## src/rtl/axis_snapshot_pkg.sv

```systemverilog
// rtl/axis_snapshot_pkg.sv - state encoding and shared widths for the stream snapshot controller
package axis_snapshot_pkg;

  localparam int unsigned STATE_WIDTH  = 3;
  localparam int unsigned TSTAMP_WIDTH = 64;

  typedef enum logic [STATE_WIDTH-1:0] {
    S_IDLE    = 3'd0,
    S_ARMED   = 3'd1,
    S_DELAY   = 3'd2,
    S_CAPTURE = 3'd3,
    S_DONE    = 3'd4
  } state_e;

endpackage

```

## src/rtl/axis_snapshot_trig_edge.sv

```systemverilog
// rtl/axis_snapshot_trig_edge.sv - rising-edge detector for the aclk-synchronous trigger input
module axis_snapshot_trig_edge (
  input  logic clk_i,
  input  logic rst_ni,
  input  logic trig_i,
  output logic edge_o
);

  logic trig_q;

  always_ff @(posedge clk_i or negedge rst_ni) begin
    if (!rst_ni) begin
      trig_q <= 1'b0;
    end else begin
      trig_q <= trig_i;
    end
  end

  assign edge_o = trig_i & ~trig_q;

endmodule

```

## src/rtl/axis_snapshot_ctrl.sv

```systemverilog
// rtl/axis_snapshot_ctrl.sv - arm/trigger/delay sequencer that latches one stream beat for readout
// SNAPSHOT_TSTAMP_EN adds a free-running cycle counter and the snap_tstamp output.
module axis_snapshot_ctrl
  import axis_snapshot_pkg::*;
#(
  parameter int unsigned AXIS_TDATA_WIDTH = 32,
  parameter int unsigned CNTR_WIDTH       = 32,
  parameter int unsigned COUNT_WIDTH      = 16
) (
  input  logic                        aclk,
  input  logic                        aresetn,
  input  logic                        cfg_arm,
  input  logic                        cfg_abort,
  input  logic                        cfg_auto,
  input  logic [CNTR_WIDTH-1:0]       cfg_delay,
  input  logic                        trig_in,
  input  logic [AXIS_TDATA_WIDTH-1:0] s_axis_tdata,
  input  logic                        s_axis_tvalid,
  output logic                        s_axis_tready,
  output logic [AXIS_TDATA_WIDTH-1:0] snap_data,
  output logic                        snap_valid,
  output logic                        snap_strobe,
  output logic [COUNT_WIDTH-1:0]      snap_count,
  output logic                        busy
`ifdef SNAPSHOT_TSTAMP_EN
  ,
  output logic [TSTAMP_WIDTH-1:0]     snap_tstamp
`endif
);

  state_e                      state_q;
  logic [CNTR_WIDTH-1:0]       delay_cnt_q;
  logic [AXIS_TDATA_WIDTH-1:0] snap_data_q;
  logic                        snap_valid_q;
  logic                        snap_strobe_q;
  logic [COUNT_WIDTH-1:0]      snap_count_q;
  logic [COUNT_WIDTH-1:0]      snap_count_d;
  logic                        trig_edge;

  axis_snapshot_trig_edge u_trig_edge (
    .clk_i  (aclk),
    .rst_ni (aresetn),
    .trig_i (trig_in),
    .edge_o (trig_edge)
  );

  assign snap_count_d = snap_count_q + COUNT_WIDTH'(1);

  // Abort has priority over every state transition, including a same-cycle arm or capture.
  always_ff @(posedge aclk or negedge aresetn) begin
    if (!aresetn) begin
      state_q       <= S_IDLE;
      delay_cnt_q   <= '0;
      snap_data_q   <= '0;
      snap_valid_q  <= 1'b0;
      snap_strobe_q <= 1'b0;
      snap_count_q  <= '0;
    end else begin
      snap_strobe_q <= 1'b0;
      if (cfg_abort) begin
        state_q <= S_IDLE;
      end else begin
        case (state_q)
          S_IDLE: begin
            if (cfg_arm) begin
              state_q      <= S_ARMED;
              snap_valid_q <= 1'b0;
            end
          end
          S_ARMED: begin
            if (trig_edge) begin
              delay_cnt_q <= cfg_delay;
              state_q     <= (cfg_delay == '0) ? S_CAPTURE : S_DELAY;
            end
          end
          S_DELAY: begin
            delay_cnt_q <= delay_cnt_q - CNTR_WIDTH'(1);
            if (delay_cnt_q == CNTR_WIDTH'(1)) begin
              state_q <= S_CAPTURE;
            end
          end
          S_CAPTURE: begin
            if (s_axis_tvalid) begin
              snap_data_q   <= s_axis_tdata;
              snap_valid_q  <= 1'b1;
              snap_count_q  <= snap_count_d;
              snap_strobe_q <= 1'b1;
              state_q       <= S_DONE;
            end
          end
          S_DONE: begin
            state_q <= cfg_auto ? S_ARMED : S_IDLE;
          end
          default: begin
            state_q <= S_IDLE;
          end
        endcase
      end
    end
  end

`ifdef SNAPSHOT_TSTAMP_EN
  logic [TSTAMP_WIDTH-1:0] tstamp_q;
  logic [TSTAMP_WIDTH-1:0] snap_tstamp_q;
  logic                    capture;

  assign capture = (state_q == S_CAPTURE) && s_axis_tvalid && !cfg_abort;

  always_ff @(posedge aclk or negedge aresetn) begin
    if (!aresetn) begin
      tstamp_q      <= '0;
      snap_tstamp_q <= '0;
    end else begin
      tstamp_q <= tstamp_q + TSTAMP_WIDTH'(1);
      if (capture) begin
        snap_tstamp_q <= tstamp_q;
      end
    end
  end

  assign snap_tstamp = snap_tstamp_q;
`endif

  assign s_axis_tready = 1'b1;
  assign snap_data     = snap_data_q;
  assign snap_valid    = snap_valid_q;
  assign snap_strobe   = snap_strobe_q;
  assign snap_count    = snap_count_q;
  assign busy          = (state_q != S_IDLE);

endmodule

```

## config.mk

```make
export PLATFORM = sky130hd
export DESIGN_NAME = axis_snapshot_ctrl
export DESIGN_NICKNAME = d
export VERILOG_FILES = /design/src/rtl/axis_snapshot_pkg.sv /design/src/rtl/axis_snapshot_trig_edge.sv /design/src/rtl/axis_snapshot_ctrl.sv
export SDC_FILE = /design/constraint.sdc
export NUM_CORES = 1
export LEC_CHECK = 0
export ABC_AREA = 1
export ABC_CLOCK_PERIOD_IN_PS = 3000
export CAP_MARGIN = 20
export CELL_PAD_IN_SITES_DETAIL_PLACEMENT = 1
export CELL_PAD_IN_SITES_GLOBAL_PLACEMENT = 1
export CORE_AREA = 3 3 114 116
export DETAILED_ROUTE_END_ITERATION = 8
export DIE_AREA = 0 0 117 119
export DONT_BUFFER_PORTS = 1
export GPL_ROUTABILITY_DRIVEN = 0
export PLACE_DENSITY = 0.78
export REMOVE_ABC_BUFFERS = 1
export SLEW_MARGIN = 20
export SYNTH_ARGS = -nofsm -noshare
export SYNTH_HDL_FRONTEND = slang
export SYNTH_SLANG_ARGS = --single-unit
export TNS_END_PERCENT = 50
```

## constraint.sdc

```tcl
create_clock -name aclk -period 3 [get_ports aclk]
set_input_delay 0.3 -clock aclk [delete_from_list [all_inputs] [get_ports aclk]]
set_output_delay 0.3 -clock aclk [all_outputs]
set_load 0.01 [all_outputs]
```

# ---- Word-level counts from Yosys, hierarchy flattened
# Cells that the tools add are included.
dict set report word_totals {
  reg_bits 86
  inputBits 71
  out_inout_bits 52
  wordCells 49
}
dict set report classes {
  add_sub_neg 2
  eq_ne 12
  muxes 16
  bitwise_logic 3
  n_reduce_logical 9
}
# cell n
set ops {}
lappend ops {{case mux 32 bit (2 select lines)} 1}
lappend ops {{== test 32 x 1 -> 1 bit, second input constant} 1}
lappend ops {{logical NOT 32 bit} 1}
lappend ops {{two-way mux 32 bit} 1}
lappend ops {{subtractor 32 x 1 -> 32 bit, second input constant} 1}
lappend ops {{adder 16 x 1 -> 16 bit, second input constant} 1}
lappend ops {{two-way mux 3 bit} 5}
lappend ops {{case mux 3 bit (5 select lines)} 1}
lappend ops {{!= test 3 bit, second input constant} 4}
lappend ops {{AND reduction 4 bit} 2}
lappend ops {{two-way mux 1 bit} 7}
lappend ops {{== test 3 x 2 -> 1 bit, second input constant} 2}
lappend ops {{!= test 2 bit, second input constant} 3}
lappend ops {{AND reduction 3 bit} 2}
lappend ops {{nonzero test 2 bit} 2}
lappend ops {{== test 3 x 1 -> 1 bit, second input constant} 1}
lappend ops {{== test 3 bit, second input constant} 1}
lappend ops {{logical NOT 3 bit} 1}
lappend ops {{nonzero test 3 bit} 1}
lappend ops {{inverter 1 bit} 2}
lappend ops {{case mux 1 bit (2 select lines)} 1}
lappend ops {{bitwise AND 1 bit} 1}

# ---- Longest topological paths before layout
dict set report logic_depth {
  depth_word 5
  mapped_depth 11
  ltp_nobuf 11
}

# ---- By module
# Synthesis repeated with hierarchy kept, for this count alone.
dict set report hier_totals {
  cells_unflattened 692
  area_unflattened_um2 4850.9
}
# mod instances cells_each area_per_inst_um2 seq_area_each_um2
set modules_own_cells {}
lappend modules_own_cells {axis_snapshot_ctrl 1 689 4815.9 2127.0}
lappend modules_own_cells {axis_snapshot_trig_edge 1 3 35.0 25.0}

# ---- Worst setup path before layout
# OpenSTA, ideal clock, no wires.
dict set report synth_path {
  kind {reg2reg}
  startpoint {register delay_cnt_q[0]}
  endpoint {register delay_cnt_q[28]}
  arrival_ns 1.444
  path_slack_ns 1.439
  path_stages_with_launch 11
  path_cell_list {dfrtp_1 inv_1 ha_1 nand2_1 nor2_4 nand2_1 nor2_1 xor2_1 nand2_1 nand2_1 nand2_1}
}
dict set report synth_via {
  elab_chain_len 2
}
# element line
set synth_rtl {}
lappend synth_rtl {{from (decl)} axis_snapshot_ctrl.sv:32} ;# logic [CNTR_WIDTH-1:0] delay_cnt_q;
lappend synth_rtl {{from (signal assigned)} axis_snapshot_ctrl.sv:72} ;# delay_cnt_q <= cfg_delay;
lappend synth_rtl {{from (signal assigned)} axis_snapshot_ctrl.sv:77} ;# delay_cnt_q <= delay_cnt_q - CNTR_WIDTH'(1);
lappend synth_rtl {{subtractor 32 x 1 -> 32 bit} axis_snapshot_ctrl.sv:77}
lappend synth_rtl {{case mux 32 bit (2 select lines)} axis_snapshot_ctrl.sv:63} ;# case (state_q)
# No other way between the ends.
# A chain may end at the register's enable or synchronous reset.

# ---- Worst setup path after layout
dict set report layout_path {
  startpoint {register state_q[0]}
  endpoint {register delay_cnt_q[27]}
}
dict set report layout_via {
  elab_chain_len 3
  elab_cells_between_ends 6
  cone_classes {eq/ne (3); mux (1); reduce/logical (2)}
}
# element line
set layout_rtl {}
lappend layout_rtl {{from (decl)} axis_snapshot_ctrl.sv:31} ;# state_e state_q;
lappend layout_rtl {{from (signal assigned)} axis_snapshot_ctrl.sv:73} ;# state_q <= (cfg_delay == '0) ? S_CAPTURE : S_DELAY;
lappend layout_rtl {{from (signal assigned)} axis_snapshot_ctrl.sv:92} ;# state_q <= cfg_auto ? S_ARMED : S_IDLE;
lappend layout_rtl {{== test 3 x 1 -> 1 bit or == test 3 x 2 -> 1 bit (tied branches)} axis_snapshot_ctrl.sv:63}
lappend layout_rtl {{!= test 2 bit (no source line) or nonzero test 2 bit (tied branches)} n/a}
lappend layout_rtl {{AND reduction 3 bit (no source line)} n/a}
# Parallel ways exist; a longest one is shown, timed or not.

==> impl_metrics.env <==
export IMPL_status="finished, final reports clean"
export IMPL_final_util_pct=44.4
export IMPL_max_freq_mhz=505
export IMPL_tightest_slew_ps=658
export IMPL_cp_endpoint="delay_cnt_q[27]"
export IMPL_layout_min_cycle_time_ps=1980
export IMPL_clock_path_buffers=2
export IMPL_clkLatencyLatePin_ps=340
export IMPL_grt_pass1_wl_mm=23.8
export IMPL_critPathBufInv=1
export IMPL_p_per_area_nw_per_um2=919
export IMPL_wl_per_cell_microns=17.1
export IMPL_slew_viol_final=0
export IMPL_hpwl_mm=10.5
export IMPL_cts_root_buf="clkbuf_16"
export IMPL_yosysMostFrequentCell="nand2_1"
export IMPL_finClkSkew_ps=7.01
export IMPL_path_max_fanout=33
export IMPL_numClockSinks=86
export IMPL_ys_ff_latch=86
export IMPL_critPathLaunchType="flip-flop"
export IMPL_drt_iter0_markers=176
export IMPL_synth_area_leaders="dfrtp_1 (44%), nand2_1 (17%), nor2_1 (6.4%), inv_1 (5.4%), nand3_1 (3.7%)"
export IMPL_port_buffer_count=0
export IMPL_end_kind="flip-flop"
export IMPL_yosysSeqAreaShare_pct=44.1
export IMPL_yosysTopAreaCell="dfrtp_1"
export IMPL_clkTransAtPathRegs_ps=70
export IMPL_design_die_area_sq_um=13900
export IMPL_cpPeakStageDelay_ps=440
export IMPL_slowest_stage="dfrtp_1"
export IMPL_synth_top_area_share_pct=44.1
export IMPL_yosys_warnings=0
export IMPL_slew_headroom_pct=56.0
export IMPL_period_share_pct=66.0
export IMPL_regToRegSetupSlack_ps=1020
export IMPL_drive_above_1_share_pct=6.78
export IMPL_cts_buffers=9
export IMPL_async_flop_share_pct=100
export IMPL_start_util_pct=40.6
export IMPL_die_y_microns=119
export IMPL_drtAntennaViolNets=0
export IMPL_cpMostUsedCell="nand2_1"
export IMPL_report_final_hold_viol_count=0
export IMPL_grt_total_usage_pct=21.5
export IMPL_synth_edf_count=0
export IMPL_fin_tns_setup_ps=0
export IMPL_worstPathRequired_ps=3220
export IMPL_setup_viol=0
export IMPL_antenna_found_initial=0
export IMPL_cp_depth=8
export IMPL_rsz0062_at_grt="false"
export IMPL_power_leakage_uw=0.00260
export IMPL_rows=40
export IMPL_postSynthAreaPerCell_sq_um=7.19
export IMPL_vias=4364
export IMPL_grt_pass1_vias=4866
export IMPL_netlist_instances=679
export IMPL_drc=0
export IMPL_yosys_top_cells_count="nand2_1 (221), dfrtp_1 (86), nor2_1 (83)"
export IMPL_netlist_area_sq_um=4880
export IMPL_cts_tree="done"
export IMPL_hp_class="in -> reg"
export IMPL_grt_max_degree=87
export IMPL_die_w_microns=117
export IMPL_drt_pass1_iterations=6
export IMPL_core_area_sq_um=12000
export IMPL_viasPerCell=5.29
export IMPL_finalWorstSetupSlack_ps=1020
export IMPL_reg2reg_depth=8
export IMPL_ys_flop_type="dfrtp_1"
export IMPL_worstPathCellList="nor2_1, nand2_1, nand2_1, nand3_2, inv_2, o21ai_1, o21ai_1, nand2_1"
export IMPL_preCtsSetupSlack_ps=1010
export IMPL_cpLargestDelayFamily="simple AND/OR/NAND/NOR gates"
export IMPL_post_cts_resized=0
export IMPL_finalWirelength_mm=14.1
export IMPL_r2r_start="state_q[0]"
export IMPL_irDropWorstVdd_uv=437
export IMPL_maxCapViolCount=0
export IMPL_synthToLayoutAreaGrowth_pct=9.20
export IMPL_yosysUniqueCellTypes=32
export IMPL_arrival_ps=2200
export IMPL_setup_worst_path_start="state_q[0]"
export IMPL_diodes=0
export IMPL_rr_endpoint="delay_cnt_q[27]"
export IMPL_path_class="reg -> reg"
export IMPL_io_pins=123
export IMPL_gr_total_overflow=0
export IMPL_nets=747
export IMPL_ctsHtreeMaxLevel=3
## power by group
| part | switching (uW) | internal [uW] |
|---|---|---|
| sequential | 544 | 1600 |
| clock | 478 | 781 |
| combinational | 994 | 510 |
## cells by family (layout without fill, tap and decap cells)
| family | after synthesis | after routing | share of synthesized area (%) |
|---|---|---|---|
| buffers and inverters | 104 | 103 | 9.07 |
| adders and majority gates | 3 | 3 | 0.769 |
| and+or+nand+nor | 373 | 373 | 32.0 |
| other | 1 | 1 | 0.0768 |
| AOI/OAI and AO/OA | 88 | 88 | 9.69 |
| xor gates and xnor gates | 24 | 24 | 4.31 |
| DFF | 86 | 86 | 44.1 |
## layout by cell type, fill, tap and decap left out, types with 2 or more instances in the layout
cell type        n
clkbuf_16        9
nor2_1          83
a21oi_1         24
xnor2_1          7
inv_2           11
clkbuf_8         2
nand4_1          8
o21ai_1         27
o22ai_1          6
buf_4            3
inv_1           70
nand3_2          2
nand2_1        221
o21bai_1         2
ha_1             3
nor3_1           9
xor2_1          17
nor3_2           2
nand2_2          2
nor2_2           4
dfrtp_1         86
nand3_1         36
bufinv_16        2
o21ai_0         22
nor2_4           4
o211ai_1         2
dlygate4sd3_1    2
a22oi_1          3
## worst reg2reg max path: stages (launching register included)
cell	delay, ps
dfrtp_1	440
nor2_1	160
nand2_1	120
nand2_1	130
nand3_2	100
inv_2	440
o21ai_1	200
o21ai_1	190
nand2_1	90
## routing by layer
| metal | GRT usage, % | wire length [microns] |
|---|---|---|
| met1 | 24.7 | 5790 |
| met2 | 36.9 | 7010 |
| met5 | 0 | 0 |
| met4 | 8.60 | 372 |
| met3 | 6.40 | 933 |
## cell type report
| type | instances | area (sq um) |
|---|---|---|
| sequential | 86 | 2150 |
| timing repair buffer | 6 | 70.1 |
| fill | 1539 | 6680 |
| clock inverter | 4 | 77.6 |
| clock buffer | 12 | 256 |
| multi-input combinational | 489 | 2290 |
| inverter | 81 | 304 |
| tap | 147 | 184 |
## worst min-delay path by stage
stage	startpoint	to	slack, ps	cells past startpoint
floorplan	aresetn	delay_cnt_q[0]	4	0
global placement	aresetn	delay_cnt_q[17]	7	0
detailed placement	aresetn	delay_cnt_q[17]	7	0
CTS	s_axis_tdata[31]	snap_data[31]	60	2
global route	s_axis_tdata[0]	snap_data[0]	70	2
finish	s_axis_tdata[0]	snap_data[0]	70	2
## state kept, by name (all words and copies together), names as in the netlist
signal,count
delay_cnt_q,32
snap_data,32
snap_count,16
state_q,3
snap_strobe,1
snap_valid,1
u_trig_edge.trig_q,1
## through the flow
stage | instance area [sq um] | instances | total power (uW) | hold slack [ps]
global placement | 4950 | 806 | 3530 | 6.85
finish | 5330 | 825 | 4900 | 65.9
floorplan | 4740 | 656 | 3150 | 4.41
detailed placement | 4950 | 806 | 3640 | 6.55
CTS | 5330 | 825 | 4950 | 56.7
global route | 5330 | 825 | 5300 | 68.9
## repair_timing
| item | 4_1_cts | 5_1_grt |
|---|---|---|
| setup endpoints to repair | 0 | 0 |
| buffers inserted | 0 | 0 |
| hold buffers | 3 | 0 |
| hold endpoints to repair | 87 | 0 |
Note: power is estimated with default switching activity, not from simulation.
